<file path="src/rtl/ram_arbiter_if.sv">
// Requester-side and RAM-side signal bundle for the two-port RAM arbiter.
interface ram_arbiter_if #(
  parameter int ADDR_WIDTH = 4,
  parameter int DATA_WIDTH = 16
);
  logic                  req_a, req_b;
  logic                  we_a, we_b;
  logic [ADDR_WIDTH-1:0] addr_a, addr_b;
  logic [DATA_WIDTH-1:0] wdata_a, wdata_b;
  logic                  gnt_a, gnt_b;
  logic                  rvalid_a, rvalid_b;
  logic [DATA_WIDTH-1:0] rdata;
  logic                  err;
  logic                  busy;
  logic                  ram_wren, ram_rden;
  logic [ADDR_WIDTH-1:0] ram_addr;
  logic [DATA_WIDTH-1:0] ram_wr_data;
  logic [DATA_WIDTH-1:0] ram_rd_data;

  modport slave (
    input  req_a, req_b, we_a, we_b, addr_a, addr_b, wdata_a, wdata_b, ram_rd_data,
    output gnt_a, gnt_b, rvalid_a, rvalid_b, rdata, err, busy,
           ram_wren, ram_rden, ram_addr, ram_wr_data
  );

  modport master (
    output req_a, req_b, we_a, we_b, addr_a, addr_b, wdata_a, wdata_b, ram_rd_data,
    input  gnt_a, gnt_b, rvalid_a, rvalid_b, rdata, err, busy,
           ram_wren, ram_rden, ram_addr, ram_wr_data
  );
endinterface

</file>
<file path="src/rtl/ram_arbiter.sv">
// Round-robin arbiter sharing one single-port RAM between requesters A and B.
module ram_arbiter #(
  parameter int ADDR_WIDTH = 4,
  parameter int DATA_WIDTH = 16,
  parameter int MEM_DEPTH  = 8
) (
  input  logic          clk,
  input  logic          rst,
  ram_arbiter_if.slave  bus
);
  localparam logic [ADDR_WIDTH:0] DEPTH = (ADDR_WIDTH+1)'(MEM_DEPTH);

  typedef enum logic [1:0] {IDLE, WR, RD, RDRET} state_t;

  state_t                state, state_nxt;
  logic                  prio_b, owner_b, oor_q;
  logic [ADDR_WIDTH-1:0] addr_q;
  logic [DATA_WIDTH-1:0] wdata_q;

  logic                  any_req, pick_b, sel_we;
  logic [ADDR_WIDTH-1:0] sel_addr;
  logic [DATA_WIDTH-1:0] sel_wdata;
  logic                  gnt, rvalid, err, wren, rden;

  // B wins when it is alone or when both ask and B holds priority
  assign any_req   = bus.req_a | bus.req_b;
  assign pick_b    = bus.req_b & (~bus.req_a | prio_b);
  assign sel_we    = pick_b ? bus.we_b    : bus.we_a;
  assign sel_addr  = pick_b ? bus.addr_b  : bus.addr_a;
  assign sel_wdata = pick_b ? bus.wdata_b : bus.wdata_a;

  always_ff @(posedge clk or negedge rst) begin
    if (!rst) begin
      state   <= IDLE;
      prio_b  <= 1'b0;
      owner_b <= 1'b0;
      oor_q   <= 1'b0;
      addr_q  <= '0;
      wdata_q <= '0;
    end else begin
      state <= state_nxt;
      if (state == IDLE && any_req) begin
        owner_b <= pick_b;
        prio_b  <= ~pick_b;
        addr_q  <= sel_addr;
        wdata_q <= sel_wdata;
        oor_q   <= {1'b0, sel_addr} >= DEPTH;
      end
    end
  end

  always_comb begin
    state_nxt = state;
    gnt       = 1'b0;
    rvalid    = 1'b0;
    err       = 1'b0;
    wren      = 1'b0;
    rden      = 1'b0;
    case (state)
      IDLE: if (any_req) state_nxt = sel_we ? WR : RD;
      WR: begin
        gnt       = 1'b1;
        err       = oor_q;
        wren      = ~oor_q;
        state_nxt = IDLE;
      end
      RD: begin
        gnt       = 1'b1;
        err       = oor_q;
        rden      = ~oor_q;
        state_nxt = oor_q ? IDLE : RDRET;
      end
      RDRET: begin
        rvalid    = 1'b1;
        state_nxt = IDLE;
      end
      default: state_nxt = IDLE;
    endcase
  end

  assign bus.gnt_a       = gnt & ~owner_b;
  assign bus.gnt_b       = gnt &  owner_b;
  assign bus.rvalid_a    = rvalid & ~owner_b;
  assign bus.rvalid_b    = rvalid &  owner_b;
  assign bus.rdata       = bus.ram_rd_data;
  assign bus.err         = err;
  assign bus.busy        = (state != IDLE);
  assign bus.ram_wren    = wren;
  assign bus.ram_rden    = rden;
  assign bus.ram_addr    = addr_q;
  assign bus.ram_wr_data = wdata_q;
endmodule

</file>
<file path="src/flat_wrapper.sv">
// flat-port wrapper written by rule: the top's interface ports become plain ports
module ram_arbiter_flat 
#(
  parameter int ADDR_WIDTH = 4,
  parameter int DATA_WIDTH = 16,
  parameter int MEM_DEPTH  = 8
)
  (clk, rst, bus_req_a, bus_req_b, bus_we_a, bus_we_b, bus_addr_a, bus_addr_b, bus_wdata_a, bus_wdata_b, bus_ram_rd_data, bus_gnt_a, bus_gnt_b, bus_rvalid_a, bus_rvalid_b, bus_rdata, bus_err, bus_busy, bus_ram_wren, bus_ram_rden, bus_ram_addr, bus_ram_wr_data);
  ram_arbiter_if #(.ADDR_WIDTH(ADDR_WIDTH), .DATA_WIDTH(DATA_WIDTH)) bus_i ();
  input  logic clk;
  input  logic rst;
  input wire logic [$bits(bus_i.req_a)-1:0] bus_req_a;
  input wire logic [$bits(bus_i.req_b)-1:0] bus_req_b;
  input wire logic [$bits(bus_i.we_a)-1:0] bus_we_a;
  input wire logic [$bits(bus_i.we_b)-1:0] bus_we_b;
  input wire logic [$bits(bus_i.addr_a)-1:0] bus_addr_a;
  input wire logic [$bits(bus_i.addr_b)-1:0] bus_addr_b;
  input wire logic [$bits(bus_i.wdata_a)-1:0] bus_wdata_a;
  input wire logic [$bits(bus_i.wdata_b)-1:0] bus_wdata_b;
  input wire logic [$bits(bus_i.ram_rd_data)-1:0] bus_ram_rd_data;
  output wire logic [$bits(bus_i.gnt_a)-1:0] bus_gnt_a;
  output wire logic [$bits(bus_i.gnt_b)-1:0] bus_gnt_b;
  output wire logic [$bits(bus_i.rvalid_a)-1:0] bus_rvalid_a;
  output wire logic [$bits(bus_i.rvalid_b)-1:0] bus_rvalid_b;
  output wire logic [$bits(bus_i.rdata)-1:0] bus_rdata;
  output wire logic [$bits(bus_i.err)-1:0] bus_err;
  output wire logic [$bits(bus_i.busy)-1:0] bus_busy;
  output wire logic [$bits(bus_i.ram_wren)-1:0] bus_ram_wren;
  output wire logic [$bits(bus_i.ram_rden)-1:0] bus_ram_rden;
  output wire logic [$bits(bus_i.ram_addr)-1:0] bus_ram_addr;
  output wire logic [$bits(bus_i.ram_wr_data)-1:0] bus_ram_wr_data;
  assign bus_i.req_a = bus_req_a;
  assign bus_i.req_b = bus_req_b;
  assign bus_i.we_a = bus_we_a;
  assign bus_i.we_b = bus_we_b;
  assign bus_i.addr_a = bus_addr_a;
  assign bus_i.addr_b = bus_addr_b;
  assign bus_i.wdata_a = bus_wdata_a;
  assign bus_i.wdata_b = bus_wdata_b;
  assign bus_i.ram_rd_data = bus_ram_rd_data;
  assign bus_gnt_a = bus_i.gnt_a;
  assign bus_gnt_b = bus_i.gnt_b;
  assign bus_rvalid_a = bus_i.rvalid_a;
  assign bus_rvalid_b = bus_i.rvalid_b;
  assign bus_rdata = bus_i.rdata;
  assign bus_err = bus_i.err;
  assign bus_busy = bus_i.busy;
  assign bus_ram_wren = bus_i.ram_wren;
  assign bus_ram_rden = bus_i.ram_rden;
  assign bus_ram_addr = bus_i.ram_addr;
  assign bus_ram_wr_data = bus_i.ram_wr_data;
  ram_arbiter #(.ADDR_WIDTH(ADDR_WIDTH), .DATA_WIDTH(DATA_WIDTH), .MEM_DEPTH(MEM_DEPTH)) u_core (.clk(clk), .rst(rst), .bus(bus_i));
endmodule
</file>
<file path="config.mk">
export PLATFORM = sky130hd
export DESIGN_NAME = ram_arbiter_flat
export DESIGN_NICKNAME = d
export VERILOG_FILES = /design/src/rtl/ram_arbiter_if.sv /design/src/rtl/ram_arbiter.sv /design/src/flat_wrapper.sv
export SDC_FILE = /design/constraint.sdc
export NUM_CORES = 1
export LEC_CHECK = 0
export CORE_ASPECT_RATIO = 1.4
export CORE_MARGIN = 2
export CORE_UTILIZATION = 33
export CTS_CLUSTER_DIAMETER = 80
export DETAILED_ROUTE_END_ITERATION = 10
export MAX_ROUTING_LAYER = met4
export PLACE_DENSITY = 0.9
export SYNTH_ARGS = -nofsm -noshare
export SYNTH_HDL_FRONTEND = slang
export SYNTH_SLANG_ARGS = --single-unit
</file>
<file path="constraint.sdc">
create_clock -name clk -period 1.9 [get_ports clk]
set_clock_uncertainty 0.1 [all_clocks]
set_input_delay 0.285 -clock clk [delete_from_list [all_inputs] [get_ports clk]]
set_output_delay 0.285 -clock clk [all_outputs]
set_load 0.05 [all_outputs]
</file>
==> impl_metrics.ini <==
[worst_hold_path]
hp-class = in -> async

[flow_run]
maxCapViolCount = 0

[sta]
worst_pin_slew_ns = 0.5121
setup_ws_ns = 0.08242
final-hold-violation-count = 0
slew_violations = 0
setup_viol = 0
worst_slew_margin_rel_pct = 65.75
period_share_pct = 95.66
finalSetupTns_ns = 0
min_period_ns = 1.818
whs_ns = 0.2763
rsz0062_at_grt = false
fmax_mhz = 550.2

[clock_network]
cts_made_buffers = 3
clock_path_buffers = 2
post-cts-setup-buffers = 0
cts.clk_slew.worst_paths_ns = 0.08
clock_latency_ns = 0.26
htree_levels = 1
clock_sinks = 24
cts_tree = done
cts_root_buf = clkbuf_8

[critical_path]
end_kind = primary output
r2r-start = u_core.state[0]
cpMaxStageDelayCell = clkdlybuf4s50_1
crit_cells = 1
path_cells = clkdlybuf4s50_1
cp_top_family = buffers and inverters
reg2reg_setup_slack_ns = 0.16
cp.required_ns = 1.51
start_kind = flop
r2r-end = u_core.bus.ram_wr_data[4]
path_class = reg -> out
path_max_fanout = 2
rr_worst_depth = 6
worstPathArrival_ns = 1.43
path_buf_inv = 1
slowest_delay_ns = 0.81

[cells_and_area]
n_antenna_cell = 0
final_nets = 245
layout-drive-gt1-share_pct = 13.07
area_delta_synth_final_pct = 59.05
stdcell_count = 219

[placed_design]
place_congestion = 0.8572
place_ws_ns = 0.08721
placedCellCount = 216
io_buffers = 73

[global_routing]
gr-total-overflow = 0
grt_pass1_vias = 1100
antenna_found_initial = 0
grt_pass1_wl_mm = 5.292
grt_max_degree = 25
grt_use_total_pct = 15.54

[floorplan]
dieArea_sq_um = 4529
die-height_um = 78.84
initial_core_util_pct = 33.98
core_sq_um = 3885
ios = 106
rows = 27
dieWidth_um = 57.45

[drt]
drtIter0Drc = 42
wl_per_cell_um = 15.04
drtAntennaViolNets = 0
finalWirelength_mm = 3.293
viasPerCell = 4.973
vias = 1089
drc = 0
drtPass1Iterations = 4

[pwr]
peakVddDrop_mv = 1.387
power.density_nw_per_um2 = 1897
leakagePower_nw = 0.9028
p_total_mw = 3.984

[synthesis]
synth-main-ff-cell = dfrtp_1
synth_most_common_cell = dfrtp_1
synth_cells = 119
synth-edff-count = 0
synth_area_sq_um = 1320
seq_area_frac_synth_pct = 45.50
synth_cell_types = 21
async_reset_ff_share_pct = 100.0
synth_nets = 186
syn_avg_cell_area_sq_um = 11.09
ys_ff_latch = 24
yosys.area.top_type = dfrtp_1
yosys.area.top_type_share_pct = 45.50
synth_common_cells = dfrtp_1, and2_1, a221o_1
ys.warnings.count = 0
synthTopCellsByArea = dfrtp_1, a221o_1, and2_1, buf_4, ha_1

[run_status]
status = completed
==> per-layer routing <==
metal	global-route usage [%]	wire length, um	vias to the layer above
met4	7.907	68	0
met1	18.45	1283	514
met2	26.02	1745	45
met5	-	0	-
li1	-	-	522
met3	1.303	196	8
==> worst max path at each step <==
stage                                          from                          to  slack [ns]
after floorplan                     u_core.state[1]                   bus_gnt_a        0.08
after global placement                    bus_req_a  u_core.bus.ram_wr_data[10]        0.14
after detailed placement                  bus_req_a  u_core.bus.ram_wr_data[12]        0.09
after CTS                           u_core.state[1]                   bus_gnt_a        0.04
after global routing                u_core.state[1]                   bus_gnt_a        0.02
final                     u_core.bus.ram_wr_data[7]          bus_ram_wr_data[7]        0.08
==> per-stage QoR <==
| step | util, % | area, sq um |
|---|---|---|
| floorplan | - | 1323 |
| global placement | 52.91 | 2056 |
| detailed placement | 52.91 | 2056 |
| CTS | 53.98 | 2097 |
| global route | 54.04 | 2100 |
| finish | 54.04 | 2100 |
==> state kept, by name, summed over array words and instances (netlist names) <==
name	count
u_core.owner_b	1
u_core.state	2
u_core.bus.ram_addr	4
u_core.prio_b	1
u_core.bus.ram_wr_data	16
==> cell families after synthesis <==
group,share of synthesized area (%)
AOI/OAI and AO/OA,18.96
adders and majority gates,4.739
buffers and inverters,13.55
DFF,45.50
and+or+nand+nor,17.25
==> layout by cell type, fill, tap and decap left out <==
cell	n
and4_1	1
inv_1	3
clkdlybuf4s50_1	61
a21oi_1	1
o41ai_1	1
o21ai_1	1
a21oi_2	1
dfrtp_1	24
nor2b_2	2
a21o_1	2
buf_12	9
and2_1	23
ha_1	5
nand2b_1	1
nor2b_1	3
o41a_1	1
nor3b_1	1
a221o_1	20
nand2_1	4
buf_4	7
and3_4	1
nor2_1	1
clkbuf_8	3
==> layout make-up <==
class	count	area [sq um]
fill	342	1785
inverter	3	11.26
sequential	24	600.6
tap	43	53.80
timing repair buffer	77	843.3
multi-input combinational	69	549.3
clock buffer	3	41.29
==> report_power, final <==
group	internal [mW]	total, mW	switching (mW)
Sequential	0.761	0.915	0.154
Combinational	1.18	2.78	1.60
Clock	0.141	0.290	0.149
==> what timing repair did <==
| item | in CTS | in global routing |
|---|---|---|
| hold buffers | 0 | 0 |
| endpoints found under the setup margin | 0 | 1 |
| resized for setup | 0 | 1 |
Power figures use the tool's default switching activity.
